## config.mk

```make
export PLATFORM = sky130hd
export DESIGN_NAME = sample_demultiplexer
export DESIGN_NICKNAME = d
export VERILOG_FILES = /design/src/rtl/sample_demultiplexer_pkg.sv /design/src/rtl/sample_demultiplexer_idle_timer.sv /design/src/rtl/sample_demultiplexer.sv
export SDC_FILE = /design/constraint.sdc
export NUM_CORES = 1
export LEC_CHECK = 0
export CAP_MARGIN = 20
export CORE_MARGIN = 3
export CORE_UTILIZATION = 52
export CTS_CLUSTER_SIZE = 25
export DETAILED_ROUTE_END_ITERATION = 12
export GPL_TIMING_DRIVEN = 0
export HOLD_SLACK_MARGIN = 0.03
export PLACE_DENSITY = 0.9
export RECOVER_POWER = 100
export SETUP_SLACK_MARGIN = 0.05
export SLEW_MARGIN = 20
export SYNTH_ARGS = -nofsm -noshare
export SYNTH_HDL_FRONTEND = slang
export SYNTH_SLANG_ARGS = --single-unit
```

## constraint.sdc

```tcl
create_clock -name clk -period 3.8 [get_ports clk]
set_input_delay 0.76 -clock clk [delete_from_list [all_inputs] [get_ports clk]]
set_output_delay 0.76 -clock clk [all_outputs]
set_load 0.05 [all_outputs]
```

## src/rtl/sample_demultiplexer_pkg.sv

```systemverilog
// rtl/sample_demultiplexer_pkg.sv - shared sample-path constants, demux states and helpers
package sample_demultiplexer_pkg;

    localparam int SAMPLE_WIDTH     = 48;
    localparam int BYTES_PER_SAMPLE = 6;
    localparam int SAMPLE_LOST_BIT  = 47;
    localparam int IDX_W            = 3;

    typedef enum logic {
        ST_IDLE     = 1'b0,
        ST_ASSEMBLE = 1'b1
    } demux_state_t;

    function automatic logic [15:0] sat_inc16(input logic [15:0] value);
        return (value == 16'hFFFF) ? value : value + 16'd1;
    endfunction

endpackage

```

## src/rtl/sample_demultiplexer_idle_timer.sv

```systemverilog
// rtl/sample_demultiplexer_idle_timer.sv - inter-byte idle counter with one-cycle expiry pulse
module sample_demultiplexer_idle_timer #(
    parameter int TIMEOUT = 1024
) (
    input  logic i_clk,
    input  logic i_reset,
    input  logic i_clear,
    input  logic i_enable,
    output logic o_expired
);

    localparam logic [15:0] LIMIT = 16'(TIMEOUT);

    logic [15:0] r_count;

    // A clear in the same cycle as the limit means a byte arrived in time.
    assign o_expired = i_enable && !i_clear && (r_count == LIMIT);

    always_ff @(posedge i_clk) begin
        if (i_reset || i_clear || o_expired) begin
            r_count <= 16'd0;
        end else if (i_enable) begin
            r_count <= r_count + 16'd1;
        end
    end

endmodule

```

## src/rtl/sample_demultiplexer.sv

```systemverilog
// rtl/sample_demultiplexer.sv - byte stream to 48-bit sample reassembly with double-buffered output
// Statistics counters are built only when DEMUX_STATS_EN is defined.
module sample_demultiplexer
    import sample_demultiplexer_pkg::*;
#(
    parameter int TIMEOUT = 1024
) (
    input  logic                    clk,
    input  logic                    reset,
    input  logic                    data_rdy,
    input  logic [7:0]              data,
    output logic                    data_ack,
    output logic                    sample_rdy,
    output logic [SAMPLE_WIDTH-1:0] sample,
    input  logic                    sample_ack,
    output logic                    frame_err,
    output logic [31:0]             samples_rx,
    output logic [15:0]             lost_rx,
    output logic [15:0]             frame_err_cnt
);

    localparam int              ASM_W    = SAMPLE_WIDTH - 8;
    localparam logic [IDX_W-1:0] LAST_IDX = IDX_W'(BYTES_PER_SAMPLE - 1);

    demux_state_t      r_state;
    demux_state_t      w_state_next;
    logic [IDX_W-1:0]  r_idx;
    logic [IDX_W-1:0]  w_idx_next;
    logic [ASM_W-1:0]  r_asm;
    logic [SAMPLE_WIDTH-1:0] r_sample;
    logic              r_sample_rdy;
    logic              r_frame_err;

    logic w_last_byte;
    logic w_stall;
    logic w_xfer;
    logic w_load;
    logic w_timer_clear;
    logic w_timer_en;
    logic w_expired;

    // Only the final byte can be held off; earlier bytes go into the assembly register.
    assign w_last_byte = (r_idx == LAST_IDX);
    assign w_stall     = w_last_byte && r_sample_rdy && !sample_ack;
    assign w_xfer      = data_rdy && !w_stall && !reset;
    assign w_load      = w_xfer && w_last_byte;

    assign data_ack    = w_xfer;
    assign sample_rdy  = r_sample_rdy;
    assign sample      = r_sample;
    assign frame_err   = r_frame_err;

    assign w_timer_clear = w_xfer || (r_state == ST_IDLE);
    assign w_timer_en    = (r_state == ST_ASSEMBLE) && !w_stall;

    sample_demultiplexer_idle_timer #(
        .TIMEOUT (TIMEOUT)
    ) u_idle_timer (
        .i_clk     (clk),
        .i_reset   (reset),
        .i_clear   (w_timer_clear),
        .i_enable  (w_timer_en),
        .o_expired (w_expired)
    );

    always_ff @(posedge clk) begin
        if (reset) begin
            r_state <= ST_IDLE;
            r_idx   <= '0;
        end else begin
            r_state <= w_state_next;
            r_idx   <= w_idx_next;
        end
    end

    always_comb begin
        w_state_next = r_state;
        w_idx_next   = r_idx;
        case (r_state)
            ST_IDLE: begin
                if (w_xfer) begin
                    w_state_next = ST_ASSEMBLE;
                    w_idx_next   = IDX_W'(1);
                end
            end
            ST_ASSEMBLE: begin
                if (w_xfer) begin
                    if (w_last_byte) begin
                        w_state_next = ST_IDLE;
                        w_idx_next   = '0;
                    end else begin
                        w_idx_next   = r_idx + IDX_W'(1);
                    end
                end else if (w_expired) begin
                    w_state_next = ST_IDLE;
                    w_idx_next   = '0;
                end
            end
            default: begin
                w_state_next = ST_IDLE;
                w_idx_next   = '0;
            end
        endcase
    end

    always_ff @(posedge clk) begin
        if (reset) begin
            r_asm        <= '0;
            r_sample     <= '0;
            r_sample_rdy <= 1'b0;
            r_frame_err  <= 1'b0;
        end else begin
            r_frame_err <= w_expired;
            if (w_expired) begin
                r_asm <= '0;
            end else if (w_xfer && !w_last_byte) begin
                r_asm[{r_idx, 3'b000} +: 8] <= data;
            end
            // A load in the same cycle as an acknowledge keeps sample_rdy high.
            if (w_load) begin
                r_sample     <= {data, r_asm};
                r_sample_rdy <= 1'b1;
            end else if (sample_ack) begin
                r_sample_rdy <= 1'b0;
            end
        end
    end

`ifdef DEMUX_STATS_EN
    logic [31:0] r_samples_rx;
    logic [15:0] r_lost_rx;
    logic [15:0] r_frame_err_cnt;

    always_ff @(posedge clk) begin
        if (reset) begin
            r_samples_rx    <= '0;
            r_lost_rx       <= '0;
            r_frame_err_cnt <= '0;
        end else begin
            if (r_sample_rdy && sample_ack) begin
                r_samples_rx <= r_samples_rx + 32'd1;
                if (r_sample[SAMPLE_LOST_BIT]) begin
                    r_lost_rx <= sat_inc16(r_lost_rx);
                end
            end
            if (w_expired) begin
                r_frame_err_cnt <= sat_inc16(r_frame_err_cnt);
            end
        end
    end

    assign samples_rx    = r_samples_rx;
    assign lost_rx       = r_lost_rx;
    assign frame_err_cnt = r_frame_err_cnt;
`else
    assign samples_rx    = '0;
    assign lost_rx       = '0;
    assign frame_err_cnt = '0;
`endif

endmodule

```

==> flow_summary.json, run 1 <==
{
  "status": "completed",
  "layout.core_utilization_pct": 67.53,
  "multi_input_area_sq_um": 2177,
  "die_width_um": 102.0,
  "routed_via_density": 5.116,
  "cp_max_fo": 8,
  "cts.repair.resized": 0,
  "worst-r2r-cell-count": 9,
  "grt_first_pass_wirelength_um": 17760,
  "number_of_synthesized_flops_with_an_enable_pin": 0,
  "clock_tree.htree_level_count": 3,
  "clk-insertion-delay-late_ns": 0.38,
  "regToRegStartpoint": "r_idx[1]",
  "cp.buffers_inverters": 3,
  "drive_gt1_share_pct": 12.38,
  "finalSetupViolations": 0,
  "timing.max_slew.rel_slack_pct": 37.93,
  "routed_wl_um": 11350,
  "drt.antenna.violating_nets": 0,
  "timing_max_transition_violations_final": 0,
  "fraction_of_the_cycle_the_final_worst_path_needs_pct": 92.79,
  "timing.max_cap.violations": 0,
  "ys_dominant_reg_cell": "sky130_fd_sc_hd__dfxtp_1",
  "routabilityCongestion": 0.8954,
  "timing.critical_path.to_type": "primary output",
  "tns_ns": 0,
  "antenna_found_initial": 0,
  "required_ns": 3.04,
  "postSynthCellCount": 570,
  "placementRows": 34,
  "syn_area_sq_um": 4791,
  "die_h_um": 102.0,
  "num_io_pins": 127,
  "detail_route.first_pass.iterations": 6,
  "cts_made_buffers": 9,
  "critical-path-top-delay-family": "buffers and inverters",
  "hold_start": "sample[26]",
  "worst_hold_path_type": "reg -> reg",
  "final-seq-area_sq_um": 2202,
  "critical_path_cell_count": 5,
  "vias": 4190,
  "critical_path.reg2reg.endpoint": "sample[2]",
  "startpoint_type": "input port",
  "tritoncts_num_sinks": 110,
  "placement.cell_area_sq_um": 5783,
  "cts.reportedPaths.clkPinSlew_ns": 0.10,
  "sequential_to_total_area_share_from_yosys_stat_pct": 45.97,
  "timing.setup.critical_path_class": "in -> out",
  "netlist-cell-type-count": 42,
  "hold-worst-slack_ns": 0.4596,
  "finalNetCount": 724,
  "asyncSetResetFlopFracSynth_pct": 0,
  "hold_path_depth": 2,
  "tritoncts": "done",
  "grt_max_degree": 20,
  "power.density_cell_area_nw_per_um2": 369.2,
  "cts_hold_buffers": 0,
  "die_ar_sq_um": 10400,
  "count_of_state_elements_after_synthesis": 110,
  "post-cts-setup-buffer-count": 0,
  "max-vdd-ir-drop_uv": 287.8,
  "finClkSkew_ns": 0.01779,
  "residual_overflow_from_global_routing": 0,
  "crit_path_cell_trace": "dlygate4sd3_1, nand4b_1, nand2_1, inv_1, clkdlybuf4s50_1",
  "hold-path-endpoint": "sample[26]",
  "postSynthAreaPerCell_sq_um": 8.405,
  "layout.cell_area.non_filler_sq_um": 5976,
  "post-route-min-period_ns": 3.526,
  "timing.critical_path.arrival_ns": 2.77,
  "initial_utilization_pct": 54.14,
  "clockRootBuffer": "sky130_fd_sc_hd__clkbuf_8",
  "rsz_0062_raised_after_global_routing": "false",
  "placeableCoreArea_sq_um": 8848,
  "worst-slew-pin-transition_ns": 0.9239,
  "detailedRoute.firstIterationViolations": 156,
  "cts-root-to-sink-buffers": 2,
  "grt_pass1_vias": 3823,
  "hpwl_um": 8198,
  "ys.warnings.count": 0,
  "wl_per_cell_um": 13.86,
  "setup.reg_to_reg.worst_slack_ns": 0.70,
  "area.growth.synth_to_final_pct": 24.73,
  "antenna-diode-count": 0,
  "gr-usage-all-layers_pct": 21.40,
  "remaining_drc_errors": 0,
  "leak_pwr_nw": 2.634,
  "fmax_achieved_mhz": 283.6,
  "timing.critical_path.slowest_stage_cell": "sky130_fd_sc_hd__clkdlybuf4s50_1",
  "hold_viol": 0,
  "worst_path_largest_cell_delay_ns": 0.73,
  "num-fill-cells": 731,
  "io_buffer_count": 62
}
-- registers in the layout, indices dropped and copies added (netlist names) --
| name | cells |
|---|---|
| r_idx | 3 |
| r_asm | 40 |
| r_state | 1 |
| u_idle_timer.r_count | 16 |
| frame_err | 1 |
| sample | 48 |
| sample_rdy | 1 |
-- per-stage QoR --
| stage | std cells | worst slack [ns] | total power, mW |
|---|---|---|---|
| final | 819 | 0.2738 | 2.206 |
| after global routing | 819 | 0.1869 | 2.276 |
| after CTS | 819 | 0.3832 | 2.209 |
| after detailed placement | 803 | 0.4057 | 1.479 |
| after global placement | 803 | 0.4305 | 1.477 |
| after floorplan | 633 | 1.580 | 1.437 |
-- logic make-up after synthesis --
| kind of cell | share of synthesized area (%) |
|---|---|
| flip-flops | 45.96 |
| AND/OR/NAND/NOR | 20.55 |
| buffers and inverters | 13.32 |
| multiplexers | 5.249 |
| other | 0.07827 |
| AO/OA/AOI/OAI | 11.44 |
| XOR/XNOR | 1.828 |
| adder cells (fa/ha/maj) | 1.567 |
-- worst register-to-register path, delay by kind of cell, from the launching register on --
| kind | cells | cell delay (ns) |
|---|---|---|
| buffers and inverters | 4 | 1.19 |
| AOI/OAI and AO/OA | 1 | 0.09 |
| and+or+nand+nor | 3 | 1.09 |
| adders and majority gates | 1 | 0.23 |
| DFF | 1 | 0.43 |
-- synth_stat cells, types with 2 or more instances --
master,number,area [sq um]
sky130_fd_sc_hd__nor3_1,2,10.01
sky130_fd_sc_hd__a21oi_1,23,115.1
sky130_fd_sc_hd__nor4b_1,4,35.03
sky130_fd_sc_hd__or3_1,4,25.02
sky130_fd_sc_hd__o21ai_0,70,350.3
sky130_fd_sc_hd__clkbuf_1,16,60.06
sky130_fd_sc_hd__dfxtp_1,110,2202
sky130_fd_sc_hd__xnor2_1,7,61.31
sky130_fd_sc_hd__nand2_1,105,394.1
sky130_fd_sc_hd__nand4b_1,2,17.52
sky130_fd_sc_hd__buf_1,3,11.26
sky130_fd_sc_hd__buf_4,64,480.5
sky130_fd_sc_hd__nor2_1,40,150.1
sky130_fd_sc_hd__nand4_1,9,56.30
sky130_fd_sc_hd__nor2b_1,4,25.02
sky130_fd_sc_hd__nor4_1,4,25.02
sky130_fd_sc_hd__ha_1,6,75.07
sky130_fd_sc_hd__inv_1,11,41.29
sky130_fd_sc_hd__and3_1,5,31.28
sky130_fd_sc_hd__and4_1,2,17.52
sky130_fd_sc_hd__buf_2,9,45.04
sky130_fd_sc_hd__mux2i_1,24,240.2
sky130_fd_sc_hd__nand3_1,20,100.1
sky130_fd_sc_hd__o31ai_1,5,37.54
sky130_fd_sc_hd__or4_4,2,22.52
sky130_fd_sc_hd__xor2_1,3,26.28
-- where the power goes --
| part | total [mW] | internal [mW] | switching (mW) | leakage, nW |
|---|---|---|---|---|
| clock | 0.749 | 0.334 | 0.415 | 0.105 |
| sequential | 1.16 | 1.16 | 0.00613 | 0.886 |
| combinational | 0.293 | 0.0795 | 0.213 | 1.64 |
-- placed cells by master, fill, tap and decap left out, drive strengths merged, types with 2 or more instances in the layout --
cell and instances:
dfxtp 110, nand2 105, o21ai 70, buf 68
conb 64, dlygate4sd3 51, nor2 40, clkbuf 34
mux2i 24, a21oi 24, nand3 21, inv 14
clkdlybuf4s50 11, nand4 9, xnor2 7, ha 6
and3 5, o31ai 5, nor2b 4, or3 4
nor4b 4, nor4 4, or4 4, nor3 3
xor2 3, nand4b 2, and4 2
-- layer usage --
layer	GRT usage [%]	vias up	routed length (um)
met5	0	-	0
met1	26.44	1920	4531
li1	-	2076	-
met4	7.164	0	180
met2	36.23	173	5583
met3	5.734	21	1055
-- cell type report --
class | count | share of cell area [%]
sequential | 110 | 36.85
multi-input combinational | 420 | 36.43
timing repair buffer | 62 | 10.39
buffer | 92 | 9.820
clock buffer | 10 | 2.303
tap | 108 | 2.261
clock inverter | 6 | 1.256
inverter | 11 | 0.6910
-- how the worst max path moves through the flow --
| stage | start | to | slack, ns |
|---|---|---|---|
| after global routing | sample_ack | data_ack | 0.19 |
| after CTS | sample_ack | data_ack | 0.38 |
| after floorplan | sample_ack | r_asm[0] | 1.58 |
| after detailed placement | sample_ack | data_ack | 0.41 |
| after global placement | sample_ack | data_ack | 0.43 |
| final | sample_ack | data_ack | 0.27 |
(Power assumes the default switching activity.)
==> run 2, diff against run 1 <==
--- a/config.mk
+++ b/config.mk
@@ -16,4 +16,5 @@
 export RECOVER_POWER = 100
 export SETUP_SLACK_MARGIN = 0.05
+export SKIP_CTS_REPAIR_TIMING = 1
 export SLEW_MARGIN = 20
 export SYNTH_ARGS = -nofsm -noshare
==> constraint.sdc (replaced) <==
create_clock -name clk -period 3.8 [get_ports clk]
set_input_delay 0.38 -clock clk [delete_from_list [all_inputs] [get_ports clk]]
set_output_delay 0.38 -clock clk [all_outputs]
set_load 0.05 [all_outputs]
==> run 2 against run 1 <==
Flip-flop and latch count did not move. Register-to-register slack is essentially flat. Global-route usage unchanged. Non-clock buffer count unchanged. Fmax increased by 14%. Clock-buffer cell count did not move. First-iteration DRC count grew 19%. Clock skew down 0.0021 ns. Utilization hardly changed. Cell area hardly changed. Sequential share of layout area about the same. Largest cell class unchanged.
==> flow_summary.json, run 2 (synthesis results as in run 1) <==
{
  "layout.cell_area.non_filler_sq_um": 5974,
  "antenna-diode-count": 0,
  "cts_made_buffers": 9,
  "timing.setup.critical_path_class": "reg -> reg",
  "detailedRoute.firstIterationViolations": 186,
  "setup.reg_to_reg.worst_slack_ns": 0.71,
  "timing.max_slew.rel_slack_pct": 38.79,
  "post-route-min-period_ns": 3.091,
  "initial_utilization_pct": 54.14,
  "die_h_um": 102.0,
  "cts.reportedPaths.clkPinSlew_ns": 0.11,
  "rsz_0062_raised_after_global_routing": "false",
  "placeableCoreArea_sq_um": 8848,
  "drt.antenna.violating_nets": 0,
  "finClkSkew_ns": 0.01572,
  "timing.critical_path.arrival_ns": 3.40,
  "routed_wl_um": 11320,
  "routabilityCongestion": 0.8954,
  "io_buffer_count": 62,
  "vias": 4201,
  "startpoint_type": "register",
  "timing.critical_path.to_type": "register",
  "hpwl_um": 8198,
  "area.growth.synth_to_final_pct": 24.71,
  "final.setup.worst_slack_ns": 0.7086,
  "max-vdd-ir-drop_uv": 287.9,
  "worst-slew-pin-transition_ns": 0.9112,
  "timing_max_transition_violations_final": 0,
  "grt_first_pass_wirelength_um": 17760,
  "cp_max_fo": 10,
  "finalNetCount": 724,
  "grt_pass1_vias": 3823,
  "status": "completed",
  "tritoncts_num_sinks": 110,
  "tritoncts": "done",
  "detail_route.first_pass.iterations": 5,
  "tns_ns": 0,
  "finalSetupViolations": 0,
  "hold_viol": 0,
  "largest_register_ffs": 48,
  "num_io_pins": 127,
  "worst_hold_path_type": "reg -> reg",
  "antenna_found_initial": 0,
  "remaining_drc_errors": 0,
  "fmax_achieved_mhz": 323.5,
  "required_ns": 4.11,
  "clk-insertion-delay-late_ns": 0.38,
  "grt_max_degree": 20,
  "wl_per_cell_um": 13.82,
  "placementRows": 34,
  "finish.cell_count_without_fillers": 819,
  "gr-usage-all-layers_pct": 21.40,
  "die_width_um": 102.0,
  "pre_cts_slack_ns": 1.135,
  "clockRootBuffer": "sky130_fd_sc_hd__clkbuf_8",
  "residual_overflow_from_global_routing": 0,
  "routed_via_density": 5.129,
  "fraction_of_the_cycle_the_final_worst_path_needs_pct": 81.35,
  "leak_pwr_nw": 2.640,
  "die_ar_sq_um": 10400,
  "timing.max_cap.violations": 0,
  "cts-root-to-sink-buffers": 2,
  "power.density_cell_area_nw_per_um2": 368.9,
  "clock_tree.htree_level_count": 3,
  "mostFrequentLayoutCell": "sky130_fd_sc_hd__dfxtp_1",
  "placement.cell_area_sq_um": 5783,
  "layout_common_cells": "110 x sky130_fd_sc_hd__dfxtp_1, 105 x sky130_fd_sc_hd__nand2_1, 70 x sky130_fd_sc_hd__o21ai_0",
  "drive_gt1_share_pct": 12.52,
  "placedCellCount": 803
}
[run 2: cell count changes in the layout (fill, tap and decap cells not counted)]
cell	before	now
sky130_fd_sc_hd__buf_2	1	3
sky130_fd_sc_hd__clkbuf_1	24	22
sky130_fd_sc_hd__or4_1	1	2
sky130_fd_sc_hd__or4_4	2	1
[run 2: stage by stage]
stage | util, % | power [mW] | hold slack [ns]
CTS | 67.76 | 2.209 | 0.4689
detailed placement | 65.36 | 1.479 | 0.4442
global placement | 65.36 | 1.477 | 0.4356
finish | 67.52 | 2.204 | 0.4592
global route | 67.52 | 2.276 | 0.4867
floorplan | - | 1.437 | 0.4187
[run 2: area by class of cell]
type	instances	area, sq um
repair buffers	62	620.6
fillers	734	2874
well taps	108	135.1
clock buffers	10	137.6
clock inverters	6	75.07
multi-input cells	420	2173
inverters	11	41.29
flip-flops and latches	110	2202
plain buffers	92	589.3
[run 2: per-layer routing]
metal | track usage (%) | vias to the layer above | routed length (um)
li1 | - | 2073 | -
met1 | 26.44 | 1927 | 4503
met2 | 36.23 | 184 | 5561
met3 | 5.734 | 17 | 1093
met4 | 7.164 | 0 | 160
met5 | 0 | - | 0
[run 2: final timing paths]
path,startpoint,end,cells after the start
worst max-delay path,r_idx[1],sample[10],9
worst min-delay path,sample[26],sample[26],2
worst max register to register,r_idx[1],sample[10],9
worst min register to register,sample[26],sample[26],2
[run 2: power breakdown]
part           internal [mW]  switching [mW]  leakage (nW)  total [mW]
clock network          0.334           0.412         0.105       0.746
logic                 0.0799           0.214          1.65       0.294
registers               1.16         0.00633         0.886        1.16
total                   1.57           0.632          2.64        2.20
[run 2: worst max-delay path, cell delays in order (launching register included)]
cell and delay, ns:
sky130_fd_sc_hd__dfxtp_1 0.44, sky130_fd_sc_hd__inv_1 0.12, sky130_fd_sc_hd__ha_1 0.23, sky130_fd_sc_hd__and4b_1 0.19
sky130_fd_sc_hd__clkbuf_1 0.20, sky130_fd_sc_hd__nor3_1 0.78, sky130_fd_sc_hd__clkbuf_1 0.44, sky130_fd_sc_hd__clkbuf_1 0.42
sky130_fd_sc_hd__nand2_1 0.12, sky130_fd_sc_hd__o21ai_0 0.09
